## config.mk

```make
export PLATFORM = sky130hd
export DESIGN_NAME = instr_fetch_ctrl
export DESIGN_NICKNAME = d
export VERILOG_FILES = /design/src/rtl/instr_fetch_ctrl_pkg.sv /design/src/rtl/ifetch_skid_fifo.sv /design/src/rtl/instr_fetch_ctrl.sv
export SDC_FILE = /design/constraint.sdc
export NUM_CORES = 1
export LEC_CHECK = 0
export ABC_CLOCK_PERIOD_IN_PS = 9300
export CAP_MARGIN = 20
export CORE_MARGIN = 5
export CORE_UTILIZATION = 53
export DETAILED_ROUTE_END_ITERATION = 6
export HOLD_SLACK_MARGIN = 0.1
export PLACE_DENSITY = 0.8
export SLEW_MARGIN = 20
export SYNTH_ARGS = -nofsm -noshare
export SYNTH_HDL_FRONTEND = slang
export SYNTH_HIERARCHICAL = 1
export SYNTH_SLANG_ARGS = --single-unit
```

## constraint.sdc

```tcl
create_clock -name clk -period 9.3 [get_ports clk]
set_clock_uncertainty 0.1 [all_clocks]
set_input_delay 1.86 -clock clk [delete_from_list [all_inputs] [get_ports clk]]
set_output_delay 1.86 -clock clk [all_outputs]
set_load 0.05 [all_outputs]
```

## src/rtl/instr_fetch_ctrl_pkg.sv

```systemverilog
// Shared types and constants for the instruction fetch sequencer.
package ifetch_pkg;

  typedef enum logic [1:0] {
    RUN     = 2'd0,
    HALTING = 2'd1,
    HALTED  = 2'd2
  } state_e;

  localparam int          IFQ_DEPTH = 2;
  localparam logic [31:0] PC_STEP   = 32'd4;

endpackage

```

## src/rtl/ifetch_skid_fifo.sv

```systemverilog
// Two-entry FIFO of {pc, instr} between the memory return path and decode.
// Flush wins over a simultaneous push; the top never pops empty or pushes full without a pop.
module ifetch_skid_fifo
  import ifetch_pkg::*;
#(
  parameter int WIDTH = 64
) (
  input  logic             clk,
  input  logic             rst,
  input  logic             flush,
  input  logic             push,
  input  logic [WIDTH-1:0] push_data,
  input  logic             pop,
  output logic [WIDTH-1:0] head_data,
  output logic [1:0]       occupancy
);

  logic [WIDTH-1:0] entry_reg [IFQ_DEPTH];
  logic             rd_ptr_reg;
  logic             wr_ptr_reg;
  logic [1:0]       count_reg;

  // Entries hold no reset value; the top masks the head while the queue is empty.
  generate
    for (genvar gi = 0; gi < IFQ_DEPTH; gi++) begin : g_entry
      always_ff @(posedge clk) begin
        if (push && !flush && (wr_ptr_reg == 1'(gi))) begin
          entry_reg[gi] <= push_data;
        end
      end
    end
  endgenerate

  always_ff @(posedge clk) begin
    if (rst || flush) begin
      rd_ptr_reg <= 1'b0;
      wr_ptr_reg <= 1'b0;
      count_reg  <= 2'd0;
    end else begin
      if (push) wr_ptr_reg <= ~wr_ptr_reg;
      if (pop)  rd_ptr_reg <= ~rd_ptr_reg;
      count_reg <= count_reg + {1'b0, push} - {1'b0, pop};
    end
  end

  assign head_data = entry_reg[rd_ptr_reg];
  assign occupancy = count_reg;

endmodule

```

## src/rtl/instr_fetch_ctrl.sv

```systemverilog
// Fetch sequencer: PC ownership, single in-flight synchronous read, 2-deep buffer, redirect/halt.
// Define IFETCH_PERF_CNT_EN to add the perf_fetched / perf_stall counters.
module instr_fetch_ctrl
  import ifetch_pkg::*;
#(
  parameter int          data_WIDTH = 32,
  parameter int          ADDR_WIDTH = 10,
  parameter logic [31:0] RESET_PC   = 32'h0000_0000
) (
  input  logic                  clk,
  input  logic                  rst,
  output logic [ADDR_WIDTH-1:0] ADDR_Prog,
  input  logic [data_WIDTH-1:0] mem_data,
  output logic                  instr_valid,
  input  logic                  instr_ready,
  output logic [data_WIDTH-1:0] instr,
  output logic [31:0]           instr_pc,
  input  logic                  redirect_valid,
  input  logic [31:0]           redirect_pc,
  input  logic                  halt_req,
  output logic                  halted
`ifdef IFETCH_PERF_CNT_EN
  ,
  output logic [31:0]           perf_fetched,
  output logic [31:0]           perf_stall
`endif
);

  logic [31:0] pc_reg;
  logic [31:0] fetch_pc_reg;
  logic        inflight_reg;
  state_e      state_reg;
  state_e      state_next;

  logic [1:0]                 occupancy;
  logic [32+data_WIDTH-1:0]   head_data;
  logic                       pop;
  logic                       issue;
  logic [2:0]                 demand;

  assign instr_valid = (occupancy != 2'd0);
  assign pop         = instr_valid & instr_ready;

  // Slots already claimed after this edge: buffered + returning - leaving.
  assign demand = {1'b0, occupancy} + {2'b00, inflight_reg} - {2'b00, pop};
  assign issue  = (state_reg == RUN) && !redirect_valid && (demand < 3'(IFQ_DEPTH));

  always_comb begin
    state_next = state_reg;
    case (state_reg)
      RUN:     if (halt_req) state_next = HALTING;
      HALTING: if (!halt_req) state_next = RUN;
               else if (!inflight_reg) state_next = HALTED;
      HALTED:  if (!halt_req) state_next = RUN;
      default: state_next = RUN;
    endcase
  end

  always_ff @(posedge clk) begin
    if (rst) begin
      pc_reg       <= RESET_PC;
      fetch_pc_reg <= 32'd0;
      inflight_reg <= 1'b0;
      state_reg    <= RUN;
    end else begin
      state_reg <= state_next;
      if (redirect_valid) begin
        pc_reg       <= redirect_pc & ~32'd3;
        inflight_reg <= 1'b0;
      end else begin
        inflight_reg <= issue;
        if (issue) begin
          pc_reg       <= pc_reg + PC_STEP;
          fetch_pc_reg <= pc_reg;
        end
      end
    end
  end

  // Redirect flushes the queue, which also drops the word returning this cycle.
  ifetch_skid_fifo #(
    .WIDTH(32 + data_WIDTH)
  ) u_fifo (
    .clk       (clk),
    .rst       (rst),
    .flush     (redirect_valid),
    .push      (inflight_reg),
    .push_data ({fetch_pc_reg, mem_data}),
    .pop       (pop),
    .head_data (head_data),
    .occupancy (occupancy)
  );

  assign ADDR_Prog = pc_reg[ADDR_WIDTH+1:2];
  assign instr     = instr_valid ? head_data[data_WIDTH-1:0] : '0;
  assign instr_pc  = instr_valid ? head_data[32+data_WIDTH-1:data_WIDTH] : 32'd0;
  assign halted    = (state_reg == HALTED);

`ifdef IFETCH_PERF_CNT_EN
  logic [31:0] perf_fetched_reg;
  logic [31:0] perf_stall_reg;

  always_ff @(posedge clk) begin
    if (rst) begin
      perf_fetched_reg <= 32'd0;
      perf_stall_reg   <= 32'd0;
    end else begin
      if (pop) perf_fetched_reg <= perf_fetched_reg + 32'd1;
      if (instr_valid && !instr_ready) perf_stall_reg <= perf_stall_reg + 32'd1;
    end
  end

  assign perf_fetched = perf_fetched_reg;
  assign perf_stall   = perf_stall_reg;
`endif

endmodule
```

==> results of run 1 <==
-- power breakdown --
part | internal [µW] | switching, µW | leakage [µW]
clock network | 343 | 305 | 0.000253
logic | 92.4 | 129 | 0.00170
registers | 954 | 25.0 | 0.00175
total | 1390 | 459 | 0.00370
-- cells by family after synthesis --
logic type      count (synthesis)  synth area share
xor+xnor                       13            0.0148
fa+ha+maj                       5           0.00812
mux                            68             0.115
other cells                     1          0.000435
flops                         196             0.603
compound gates                 97            0.0661
buf+inv                        57            0.0429
simple gates                  241             0.150
-- worst max path at each step --
stage	endpoint	slack [ns]
5_1_grt	pc_reg[16]	3.74
6_report	pc_reg[16]	3.91
3_3_place_gp	pc_reg[16]	3.61
4_1_cts	pc_reg[16]	3.99
2_1_floorplan	u_fifo/entry_reg[1][0]	2.06
3_5_place_dp	pc_reg[16]	3.58
-- placed cells by master (no fill, tap or decap), types with 3 or more instances in the layout --
cell / n
sky130_fd_sc_hd__dfxtp_1: 67
sky130_fd_sc_hd__nand4_1: 14
sky130_fd_sc_hd__a22oi_1: 3
sky130_fd_sc_hd__xnor2_1: 4
sky130_fd_sc_hd__xor2_1: 8
sky130_fd_sc_hd__a32oi_1: 3
sky130_fd_sc_hd__nor3_1: 8
sky130_fd_sc_hd__nor2b_1: 3
sky130_fd_sc_hd__o211ai_1: 5
sky130_fd_sc_hd__nor2_1: 9
sky130_fd_sc_hd__edfxtp_1: 128
sky130_fd_sc_hd__mux2_4: 60
sky130_fd_sc_hd__conb_1: 4
sky130_fd_sc_hd__clkbuf_1: 3
sky130_fd_sc_hd__and2_1: 73
sky130_fd_sc_hd__and3_1: 10
sky130_fd_sc_hd__clkbuf_16: 17
sky130_fd_sc_hd__inv_1: 9
sky130_fd_sc_hd__a21oi_1: 52
sky130_fd_sc_hd__mux2_2: 7
sky130_fd_sc_hd__nand2_1: 83
sky130_fd_sc_hd__nand3_1: 17
sky130_fd_sc_hd__or3_1: 5
sky130_fd_sc_hd__o22ai_1: 7
sky130_fd_sc_hd__ha_1: 4
sky130_fd_sc_hd__clkinv_4: 3
sky130_fd_sc_hd__clkdlybuf4s50_1: 141
sky130_fd_sc_hd__clkinv_2: 3
sky130_fd_sc_hd__a2bb2oi_1: 3
sky130_fd_sc_hd__a31oi_1: 12
sky130_fd_sc_hd__buf_4: 5
sky130_fd_sc_hd__o21ai_0: 7
-- per-stage QoR --
step | setup slack [ns] | instance area, µm² | power (µW) | utilization
floorplan | 2.06 | 8640 | 1140 | -
global placement | 3.61 | 10000 | 1210 | 0.630
detailed placement | 3.58 | 10000 | 1220 | 0.630
CTS | 3.99 | 10600 | 1860 | 0.663
global route | 3.74 | 10600 | 1920 | 0.663
finish | 3.91 | 10600 | 1850 | 0.663
-- routing by layer --
layer,wire [µm],part of all wire,up-vias
met5,0,0,-
met4,226,0.013,0
met3,1350,0.078,24
met2,8300,0.48,257
met1,7500,0.43,2654
li1,-,-,2681
-- area by class of cell --
cell class / instances / area share
Multi-Input combinational cell: 428 / 0.291
Inverter: 9 / 0.00320
Clock buffer: 20 / 0.0413
Tap cell: 216 / 0.0256
Sequential cell: 196 / 0.493
Timing Repair Buffer: 148 / 0.139
Clock inverter: 12 / 0.00793
==> results by stage, run 1 <==
Min path:
- The class of the worst hold path is flip-flop to flip-flop.
- In this run the most critical hold path is launched from fetch_pc_reg[11].
- The number of cells on the worst hold path is 0.
- The path with the worst hold slack has its endpoint at u_fifo/entry_reg[1][43].

Floorplanning:
- The die width is 138 µm.
- The core region is 15,900 µm².
- The die is 138 µm tall.
- The floorplan step defined a die boundary enclosing 18,900 µm².
- The starting density of the core is 0.541.
- The floorplan has 46 rows.
- Pin placement for this block handled 145 I/O pins.

Power and ir drop:
- The power per standard cell area is 175 nW/µm².
- The worst ir drop on vdd is 0.140 mV.
- Summed over all cells, the static leakage comes to 0.00370 µW.

Yosys:
- The register bit total from synthesis is 196.
- The most used flip-flop cell after synthesis is sky130_fd_sc_hd__edfxtp_1.
- The post-synthesis cell count is 678.
- Yosys mapped a number of flops with a built-in enable equal to 128.
- The distinct cell type count after synthesis is 53.
- Of the synthesized area, sequential elements account for 0.603.
- The post-synth design cell area is 8630 µm².
- Yosys printed 6 warnings.
- Sorting the synthesized cells by how often they occur yields sky130_fd_sc_hd__edfxtp_1 (128), sky130_fd_sc_hd__nand2_1 (83), sky130_fd_sc_hd__and2_1 (73).
- In this run the mean area of a mapped cell was 12.7 µm².
- After synthesis, the share of flip-flops with an asynchronous set or reset is 0.
- In the post-synthesis netlist, the biggest area contributors are sky130_fd_sc_hd__edfxtp_1 (45%), sky130_fd_sc_hd__dfxtp_1 (16%), sky130_fd_sc_hd__mux2_4 (10%).
- The most frequent cell after synthesis is sky130_fd_sc_hd__edfxtp_1.
- Of all cell types, the one taking the most synthesized area is sky130_fd_sc_hd__edfxtp_1.
- The portion of synthesized cell area occupied by the leading cell type is 0.446.

Status:
- The run finished with clean final reports.

Timing:
- Setup total negative slack on the finished layout was measured at 0 ns.
- The max-slew violation count was 0.
- The final clock period utilization by the worst path is 0.580.
- The number of hold violations in the final report is 0.
- The normalized max-slew margin is 0.342.
- The pin slew with the least headroom to its limit is 0.984 ns.
- Final hold analysis gives a worst-case slack of 0.356 ns.
- Timing would allow up to 0.186 GHz.
- Setup violations remaining at the end of the flow were counted as 0.
- Setup repair after global routing left no endpoint under its margin.
- The minimum period implied by the final worst setup slack is 5.39 ns.

Finish:
- Across the whole layout, storage elements account for 5210 µm².
- The net count of the finished layout is 874.
- 0 antenna diodes ended up in the layout.
- The multi-input combinational cells in the finished layout cover a total of 3070 µm².
- Compared with the post-synthesis result, the final layout area differs by 22.5%.
- Of the cells placed in the final design, the portion with a size suffix greater than 1 is 0.138.
- The filler cell count is 1,172.
- The register with the most flip-flops in the layout has 128 of them.
- The non-filler instance count after layout is 1,029.

CTS:
- The hold buffer count at CTS is 0.
- The number of levels in the clock H-tree is 4.
- The number of post-CTS setup repair buffers is 0.
- The number of clock sinks seen by CTS is 196.
- The deepest clock path buffer count is 2.
- Buffers inserted during clock tree synthesis total 17.
- The total of cells resized after clock tree synthesis is 0.
- Clock-pin slew was measured on the worst setup and hold paths at 0.07 ns.
- TritonCTS built the clock tree.
- The worst-skew pair later-pin latency is 0.42 ns.
- Clock tree synthesis selected as its root buffer the cell sky130_fd_sc_hd__clkbuf_16.

Critical path:
- Walking the worst path, the cells encountered are clkdlybuf4s50_1 > and2_1 > ha_1 > nand2b_1 > fa_1 > or4b_4 > nor2_4 > nand3_1 > or3_1 > a31oi_1.
- The worst register-to-register path has a depth of 10.
- The number of buffer and inverter stages on the critical path is 1.
- The start point of the critical path is instr_ready.
- The arrival time at the worst endpoint is 5.63 ns.
- The startpoint identified for the worst register-to-register timing path is u_fifo/occupancy[1].
- The element type at the critical path start is an input port.
- Setup slack on the worst reg-to-reg path comes out at 4.43 ns.
- In this run the worst path has a maximum fanout of 45.
- The slowest cell on the critical path is sky130_fd_sc_hd__nor2_4.
- The setup path with the least slack is of type input port to flip-flop.
- The largest single stage delay on the critical path is 0.78 ns.
- The endpoint of the worst register-to-register path is pc_reg[16].
- For the worst setup path, the data required time is 9.54 ns.
- In this run the number of cells on the critical path is 10.
- The sort of element at the end of the critical path is a flip-flop.
- The cell family with the largest share of critical-path delay is simple AND/OR/NAND/NOR gates.

Route:
- The total iterations of the first detailed-routing run is 5.
- The count of nets left with antenna violations after detail routing is 0.
- The overall via count from detail_route is 5,616.
- After the first detailed-routing iteration, the DRC count stood at 433.
- The routed wire length is 17,400 µm.
- The average vias per placed instance is 5.46.
- The average wire per standard cell is 16.9 µm.
- In the routed design, unresolved DRC markers number 0.

Global route:
- The busiest layer in global routing is met2.
- In the global route stage, met3 resource usage came out at 0.0362.
- The number of global-route vias before repair came to 5,470.
- The first global-routing pass estimated 28,100 µm of wire.
- The maximum number of pins on one net before global-route repair is 68.
- For this run, the total global-route usage over all layers was measured as 0.189.
- Summed over all layers, the global routing overflow is 0.
- The met2 capacity usage during global routing is 0.304.
- The global-route track usage on met1 is 0.258.
- The initial antenna violation count is 0.

Placement:
- Including well taps, the total number of placed cells is 997.
- Routability-driven placement finished with a final weighted congestion of 0.873.
- Buffers placed on the I/O ports in this run total 142.
- The estimated wirelength of the detail-placed design is 11,500 µm.

Run:
- Across the run, the number of max-cap violations was 0.
Note: power is estimated with default switching activity, not from simulation.
==> run 2: changes to the inputs <==
--- a/config.mk
+++ b/config.mk
@@ -5,7 +5,7 @@
 export SDC_FILE = /design/constraint.sdc
 export NUM_CORES = 1
 export LEC_CHECK = 0
-export ABC_CLOCK_PERIOD_IN_PS = 9300
+export ABC_CLOCK_PERIOD_IN_PS = 5300
 export CAP_MARGIN = 20
 export CORE_MARGIN = 5
 export CORE_UTILIZATION = 53
==> constraint.sdc (replaced) <==
create_clock -name clk -period 5.3 [get_ports clk]
set_clock_uncertainty 0.1 [all_clocks]
set_input_delay 1.06 -clock clk [delete_from_list [all_inputs] [get_ports clk]]
set_output_delay 1.06 -clock clk [all_outputs]
set_load 0.05 [all_outputs]
==> run 2 against run 1 <==
  * Register-to-register slack lost 2.9 ns
  * Count of clock-buffer cells in the layout decreased by 2
  * Core utilization is 0.79 points higher
  * Critical path depth up 1
  * Hold slack lost 0.0056 ns
  * Design area grew 1.2%
  * Sequential power is 76% higher
  * Critical path type unchanged
==> results by stage, run 2 (synthesis results as in run 1) <==
Status:
- The flow ran to the end, and the final reports show no timing, DRC or antenna violations.

Critical path:
- The slowest stage of the critical path is the sky130_fd_sc_hd__nand2_1 cell.
- The arrival time at the worst endpoint is 4.39 ns.
- The critical path's largest stage delay is 0.52 ns.
- Traced cell by cell, the critical path runs through clkdlybuf4s50_1 > and2_1 > ha_1 > nand2b_1 > fa_1 > nor4b_1 > nand2_1 > buf_4 > nor2_1 > o21ai_0 > a21oi_1.
- STA classifies the critical path endpoint as a flip-flop.
- Of all nets on the critical path, the largest fanout is 31.
- The setup path with the least slack is of type input port to flip-flop.
- Data on the critical path is required at its endpoint by 5.55 ns.
- The worst setup path is launched from an input port.

CTS:
- The number of post-CTS setup repair buffers is 0.
- Counting along the longest clock path gives a buffer depth of 2.
- After clock tree synthesis, the flow added hold-fix buffers numbering 0.
- The worst-skew pair later-pin latency is 0.42 ns.
- The CTS tree is yes.
- Clock tree synthesis selected as its root buffer the cell sky130_fd_sc_hd__clkbuf_16.
- The number of clock sinks seen by CTS is 196.
- The clock-pin slew on the worst setup and hold paths is 0.07 ns.
- Post-CTS repair changed the size of 0 cells.
- The number of levels in the clock H-tree is 4.
- The number of clock buffers inserted by TritonCTS is 17.

Placement:
- The count of buffers added on input and output ports is 142.
- The wire-length estimate of the detail-placed layout is 11,600 µm.
- The global placer's final weighted congestion is 0.815.

Route:
- For this run, the detailed router's first-pass iteration total came to 5.
- The sum of routed wire segments on met1 is 7540 µm.
- The average vias per placed instance is 5.46.
- The uppermost signal routing layer after detailed routing is met4.
- The average wire per standard cell is 17.1 µm.
- The count of nets left with antenna violations after detail routing is 0.
- The overall via count from detail_route is 5,627.
- The DRC violations left is 0.
- The routed wire length is 17,700 µm.
- The number of DRC violations after detailed-routing iteration 0 is 473.
- Summed over all nets, wire length on met2 after detailed routing comes to 8420 µm.
- The sum of met3 wire segment lengths after detailed routing is 1550 µm.

Power and ir drop:
- The worst ir drop on vdd is 0.236 mV.
- In this run the static leakage power is 0.00376 µW.
- In this run the power density over the cells is 319 nW/µm².

Timing:
- Setup repair after global routing left no endpoint under its margin.
- Final hold analysis gives a worst-case slack of 0.351 ns.
- The max-slew violation count was 0.
- The normalized max-slew margin is 0.401.
- The accumulated negative setup slack is 0 ns.
- The final number of setup-violating endpoints is 0.
- The minimum period implied by the final worst setup slack is 4.14 ns.
- The number of hold violations in the final report is 0.
- The pin slew with the least headroom to its limit is 0.899 ns.
- In the finished design, the share of the clock period the worst path needs comes to 0.781.
- For this run, the top clock speed supported by timing is 0.242 GHz.

Finish:
- The most frequent standard cell in the layout excluding fill and tap cells is sky130_fd_sc_hd__clkdlybuf4s50_1.
- In the final layout, the share of cells above drive strength 1 is 0.141.
- Compared with the post-synthesis result, the final layout area differs by 24.0%.
- In the layout the commonest cells are sky130_fd_sc_hd__clkdlybuf4s50_1 (141), sky130_fd_sc_hd__edfxtp_1 (128), sky130_fd_sc_hd__nand2_1 (83).
- The count of nets after finishing is 876.
- The flip-flop count of the largest register, all copies and words added is 128.
- 0 antenna diodes ended up in the layout.

Global route:
- For this run, the total global-route usage over all layers was measured as 0.191.
- Entering global routing, the biggest net connects 68 pins.
- The initial antenna violation count is 0.
- The sum of overflow across all layers after global routing is 0.
- The global-route wire length before repair is 28,300 µm.
- The number of global-route vias before repair was 5,696.

Floorplanning:
- The die width is 138 µm.
- The number of cell rows is 46.
- The area inside the core boundary is 15,900 µm².
- The die outline area is 18,900 µm².
- 145 I/O pins were placed.
- In this run the vertical extent of the chip is 138 µm.
- The starting density of the core is 0.541.

Run:
- Max-cap violations in this run came to 0.

Min path:
- In this run the worst hold path is classified as flip-flop to flip-flop.
-- run 2: changes by cell type in the layout (fill, tap and decap cells not counted), moves of 2 or more --
cell                        before  now
sky130_fd_sc_hd__buf_4           5    7
sky130_fd_sc_hd__bufinv_16       0    3
sky130_fd_sc_hd__clkbuf_1        3    1
sky130_fd_sc_hd__clkinv_2        3    0
sky130_fd_sc_hd__inv_6           2    5
-- run 2: path summary, 6_finish.rpt --
path	from	to	slack, ns	depth (start not counted)
setup / recovery	instr_ready	pc_reg[4]	1.16	11
hold / removal	fetch_pc_reg[22]	u_fifo/entry_reg[1][54]	0.35	0
setup reg to reg	u_fifo/occupancy[1]	pc_reg[4]	1.50	11
hold reg to reg	fetch_pc_reg[22]	u_fifo/entry_reg[1][54]	0.35	0
-- run 2: worst max-delay path: cells and delay by family --
family	cells	cell delay, ns
AOI/OAI and AO/OA	2	0.26
adders and majority gates	2	0.75
buffers and inverters	2	0.86
and+or+nand+nor	5	1.45
-- run 2: layer usage --
layer | track usage | vias to the layer above
met5 | 0 | -
li1 | - | 2696
met3 | 0.0424 | 16
met1 | 0.251 | 2658
met2 | 0.314 | 257
met4 | 0.0654 | 0
-- run 2: final cells by class --
class                      instances  area, µm²
clock buffer                      18        429
clock inverter                    14        174
fill                            1151       5250
inverter                           9       33.8
multi-input combinational        428       3090
sequential                       196       5210
tap                              216        270
timing repair buffer             150       1500
-- run 2: metrics by stage --
step | cells | instance area, µm² | util | total power, µW | setup WS, ns
2_1_floorplan | 681 | 8650 | - | 2000 | 1.16
3_3_place_gp | 998 | 10100 | 0.631 | 2130 | 0.828
3_5_place_dp | 999 | 10100 | 0.633 | 2140 | 0.767
4_1_cts | 1031 | 10700 | 0.671 | 3440 | 1.22
5_1_grt | 1031 | 10700 | 0.671 | 3540 | 0.777
6_report | 1031 | 10700 | 0.671 | 3420 | 1.16
-- run 2: report_power, final --
group          internal, µW  switching [µW]
Sequential             1670            45.2
Clock                   749             557
Combinational           164             227
==> run 3: changes to the inputs <==
--- a/config.mk
+++ b/config.mk
@@ -5,7 +5,7 @@
 export SDC_FILE = /design/constraint.sdc
 export NUM_CORES = 1
 export LEC_CHECK = 0
-export ABC_CLOCK_PERIOD_IN_PS = 5300
+export ABC_CLOCK_PERIOD_IN_PS = 4100
 export CAP_MARGIN = 20
 export CORE_MARGIN = 5
 export CORE_UTILIZATION = 53
==> constraint.sdc (replaced) <==
create_clock -name clk -period 4.1 [get_ports clk]
set_clock_uncertainty 0.1 [all_clocks]
set_input_delay 0.82 -clock clk [delete_from_list [all_inputs] [get_ports clk]]
set_output_delay 0.82 -clock clk [all_outputs]
set_load 0.05 [all_outputs]
==> run 3 against run 2 <==
  * Power rose by 28%
  * Design area rose by 0.58%
  * Hold slack improved by 0.0069 ns
  * Critical path depth did not move
  * Worst setup slack got worse by 0.63 ns
  * Sequential share of layout area fell by 0.28 points
  * Register-to-register slack got worse by 0.89 ns
  * Sequential power rose by 29%
  * Count of clock-buffer cells in the layout rose by 3
  * Non-clock buffer count rose by 8
  * Die area did not move
  * First-iteration DRC count fell by 12%
  * Largest power group unchanged
==> results by stage, run 3 (synthesis results as in run 1) <==
Critical path:
- At the worst endpoint, the required time is 4.35 ns.
- Traced cell by cell, the critical path runs through clkdlybuf4s50_1 > and2_1 > ha_1 > nand2b_1 > fa_1 > or4b_4 > nor2_4 > nand2_2 > buf_4 > or3_1 > a31oi_1.
- Together, buffers and inverters on the worst path number 2.
- For this design, the slowest cell found on the critical path is sky130_fd_sc_hd__fa_1.
- The critical-path maximum fanout is 8.
- The element type at the critical path start is an input port.
- The worst register-to-register path ends at pc_reg[9].
- The critical path is of the input port to flip-flop type.
- Setup slack on the worst reg-to-reg path comes out at 0.61 ns.
- The launch instance of the worst register-to-register path is u_fifo/occupancy[1].
- The arrival time at the worst endpoint is 3.83 ns.
- In this design, the stage delay of the slowest critical-path cell is 0.50 ns.
- The sort of element at the end of the critical path is a flip-flop.
- The number of cells on the worst reg-to-reg path is 11.
- The cell family with the largest share of critical-path delay is simple AND/OR/NAND/NOR gates.

Finish:
- Leaving out fill and tap cells, the most frequent cell in the layout is sky130_fd_sc_hd__clkdlybuf4s50_1.
- The proportion of layout cells with a drive suffix above 1 is 0.151.
- The flip-flop count of the largest register, all copies and words added is 128.
- Leaving out fill and tap cells, the most frequent cells in the layout are sky130_fd_sc_hd__clkdlybuf4s50_1 (141), sky130_fd_sc_hd__edfxtp_1 (128), sky130_fd_sc_hd__nand2_1 (83).
- The area growth from synthesis to layout is 24.7%.
- 0 antenna diodes ended up in the layout.
- The count of nets after finishing is 884.
- The core utilization of the finished layout is 0.675.

Power and ir drop:
- The total power consumption of the routed design is 4370 µW.
- The internal power consumption is 3320 µW.
- The analysis attributes to net switching a power of 1050 µW.
- The worst ir drop on vdd is 0.351 mV.
- The power per standard cell area is 406 nW/µm².
- The clock network fraction of design power is 0.374.
- The reported leakage power is 0.00381 µW.
- The switching fraction of total power is 0.240.
- Of the total power, registers draw 0.508.
- The share of total power dissipated in combinational logic is 0.118.

Route:
- The total iterations of the first detailed-routing run is 5.
- The DRC violations left is 0.
- The final route contains 5,572 vias.
- The routed wire length is 17,600 µm.
- The number of DRC violations after detailed-routing iteration 0 is 417.
- The average wire per standard cell is 16.9 µm.
- The count of nets left with antenna violations after detail routing is 0.
- Dividing the detail-routed via count by the number of cells gives 5.36.

Min path:
- The end point of the worst hold path is u_fifo/entry_reg[1][53].
- In this run the worst hold path is classified as flip-flop to flip-flop.
- The startpoint identified for the worst hold timing path is fetch_pc_reg[21].
- The number of cells on the worst hold path is 0.

Placement:
- The congestion estimate from routability-driven global placement came to 0.821.
- The estimated wirelength of the detail-placed design is 11,900 µm.
- In this run the tool buffered the top-level ports with 142 buffer cells.

Floorplanning:
- The die width is 138 µm.
- 145 I/O pins were placed.
- The number of cell rows is 46.
- The starting density of the core is 0.541.
- The die covers 18,900 µm².
- The die span in y is 138 µm.
- The core region is 15,900 µm².

Global route:
- Global routing finished with a remaining overflow of 0.
- The initial antenna violation count is 0.
- The maximum number of pins on one net before global-route repair is 67.
- The global-route wire length before repair is 27,900 µm.
- The number of global-route vias before repair is 5,532.
- For this run, the total global-route usage over all layers was measured as 0.188.

CTS:
- Clock-pin slew was measured on the worst setup and hold paths at 0.07 ns.
- The worst-skew pair later-pin latency is 0.42 ns.
- The H-tree was split into 4 levels.
- The number of post-CTS setup repair buffers is 0.
- No sink is reached through more buffers than the 2 on the longest clock path.
- The number of clock buffers inserted by TritonCTS is 17.
- The hold buffer count at CTS is 0.
- The clock tree root driver cell is sky130_fd_sc_hd__clkbuf_16.
- CTS saw 196 sinks.
- The CTS tree is yes.
- The total of cells resized after clock tree synthesis is 0.

Timing:
- Setup violations remaining at the end of the flow were counted as 0.
- In the finished design, the share of the clock period the worst path needs comes to 0.871.
- The number of hold violations in the final report was 0.
- The achievable clock frequency is 0.280 GHz.
- The normalized max-slew margin is 0.482.
- Setup total negative slack on the finished layout was measured at 0 ns.
- The max-slew violation count is 0.
- Setup repair after global routing left no endpoint under its margin.
- The minimum period implied by the final worst setup slack is 3.57 ns.
- The pin slew with the least headroom to its limit is 0.775 ns.

Run:
- Across the run, the number of max-cap violations was 0.

Status:
- The flow ran to the end, and the final reports show no timing, DRC or antenna violations.
==> run 3: changes by cell type in the layout (fill, tap and decap cells not counted), moves of 2 or more <==
cell / before / now
sky130_fd_sc_hd__buf_4: 7 / 13
sky130_fd_sc_hd__inv_4: 0 / 2
sky130_fd_sc_hd__clkinv_1: 2 / 0
sky130_fd_sc_hd__buf_12: 0 / 3
sky130_fd_sc_hd__clkinv_2: 0 / 2
sky130_fd_sc_hd__inv_6: 5 / 1
==> run 3: power by group through the flow <==
stage | clock network, µW | logic [µW] | registers (µW)
floorplan | 0 | 341 | 2240
global placement | 0 | 504 | 2260
detailed placement | 0 | 516 | 2260
CTS | 1660 | 518 | 2220
global route | 1760 | 552 | 2230
finish | 1640 | 515 | 2220
==> run 3: area by class of cell <==
cell class | instances | area, µm²
fill | 1142 | 5180
timing repair buffer | 158 | 1570
clock inverter | 11 | 125
tap | 216 | 270
clock buffer | 21 | 463
sequential | 196 | 5210
multi-input combinational | 428 | 3090
inverter | 9 | 33.8
==> run 3: worst max-delay path by stage <==
stage                              from                endpoint  slack (ns)  depth (start not counted)
finish                      instr_ready               pc_reg[9]        0.53                         11
floorplan                redirect_valid  u_fifo/entry_reg[1][0]        0.20                          1
CTS                           flip-flop            instr_pc[18]        0.51                          4
global placement            instr_ready              pc_reg[27]        0.13                         10
global route        u_fifo/occupancy[1]            instr_pc[24]        0.43                          4
detailed placement          instr_ready              pc_reg[27]        0.10                         10
==> run 3: per-layer routing <==
metal  part of all wire  track usage  vias to the layer above
li1                   -            -                     2700
met1               0.44        0.246                     2624
met2               0.48        0.313                      224
met3              0.074       0.0435                       24
met4              0.013       0.0593                        0
met5                  0            0                        -
==> run 3: metrics by stage <==
| stage | area (µm²) | setup slack (ns) | instances | hold WS [ns] |
|---|---|---|---|---|
| 3_3_place_gp | 10200 | 0.126 | 1007 | 0.333 |
| 3_5_place_dp | 10200 | 0.102 | 1007 | 0.336 |
| 5_1_grt | 10800 | 0.431 | 1039 | 0.371 |
| 6_report | 10800 | 0.528 | 1039 | 0.358 |
| 4_1_cts | 10800 | 0.507 | 1039 | 0.360 |
| 2_1_floorplan | 8650 | 0.198 | 681 | 0.325 |
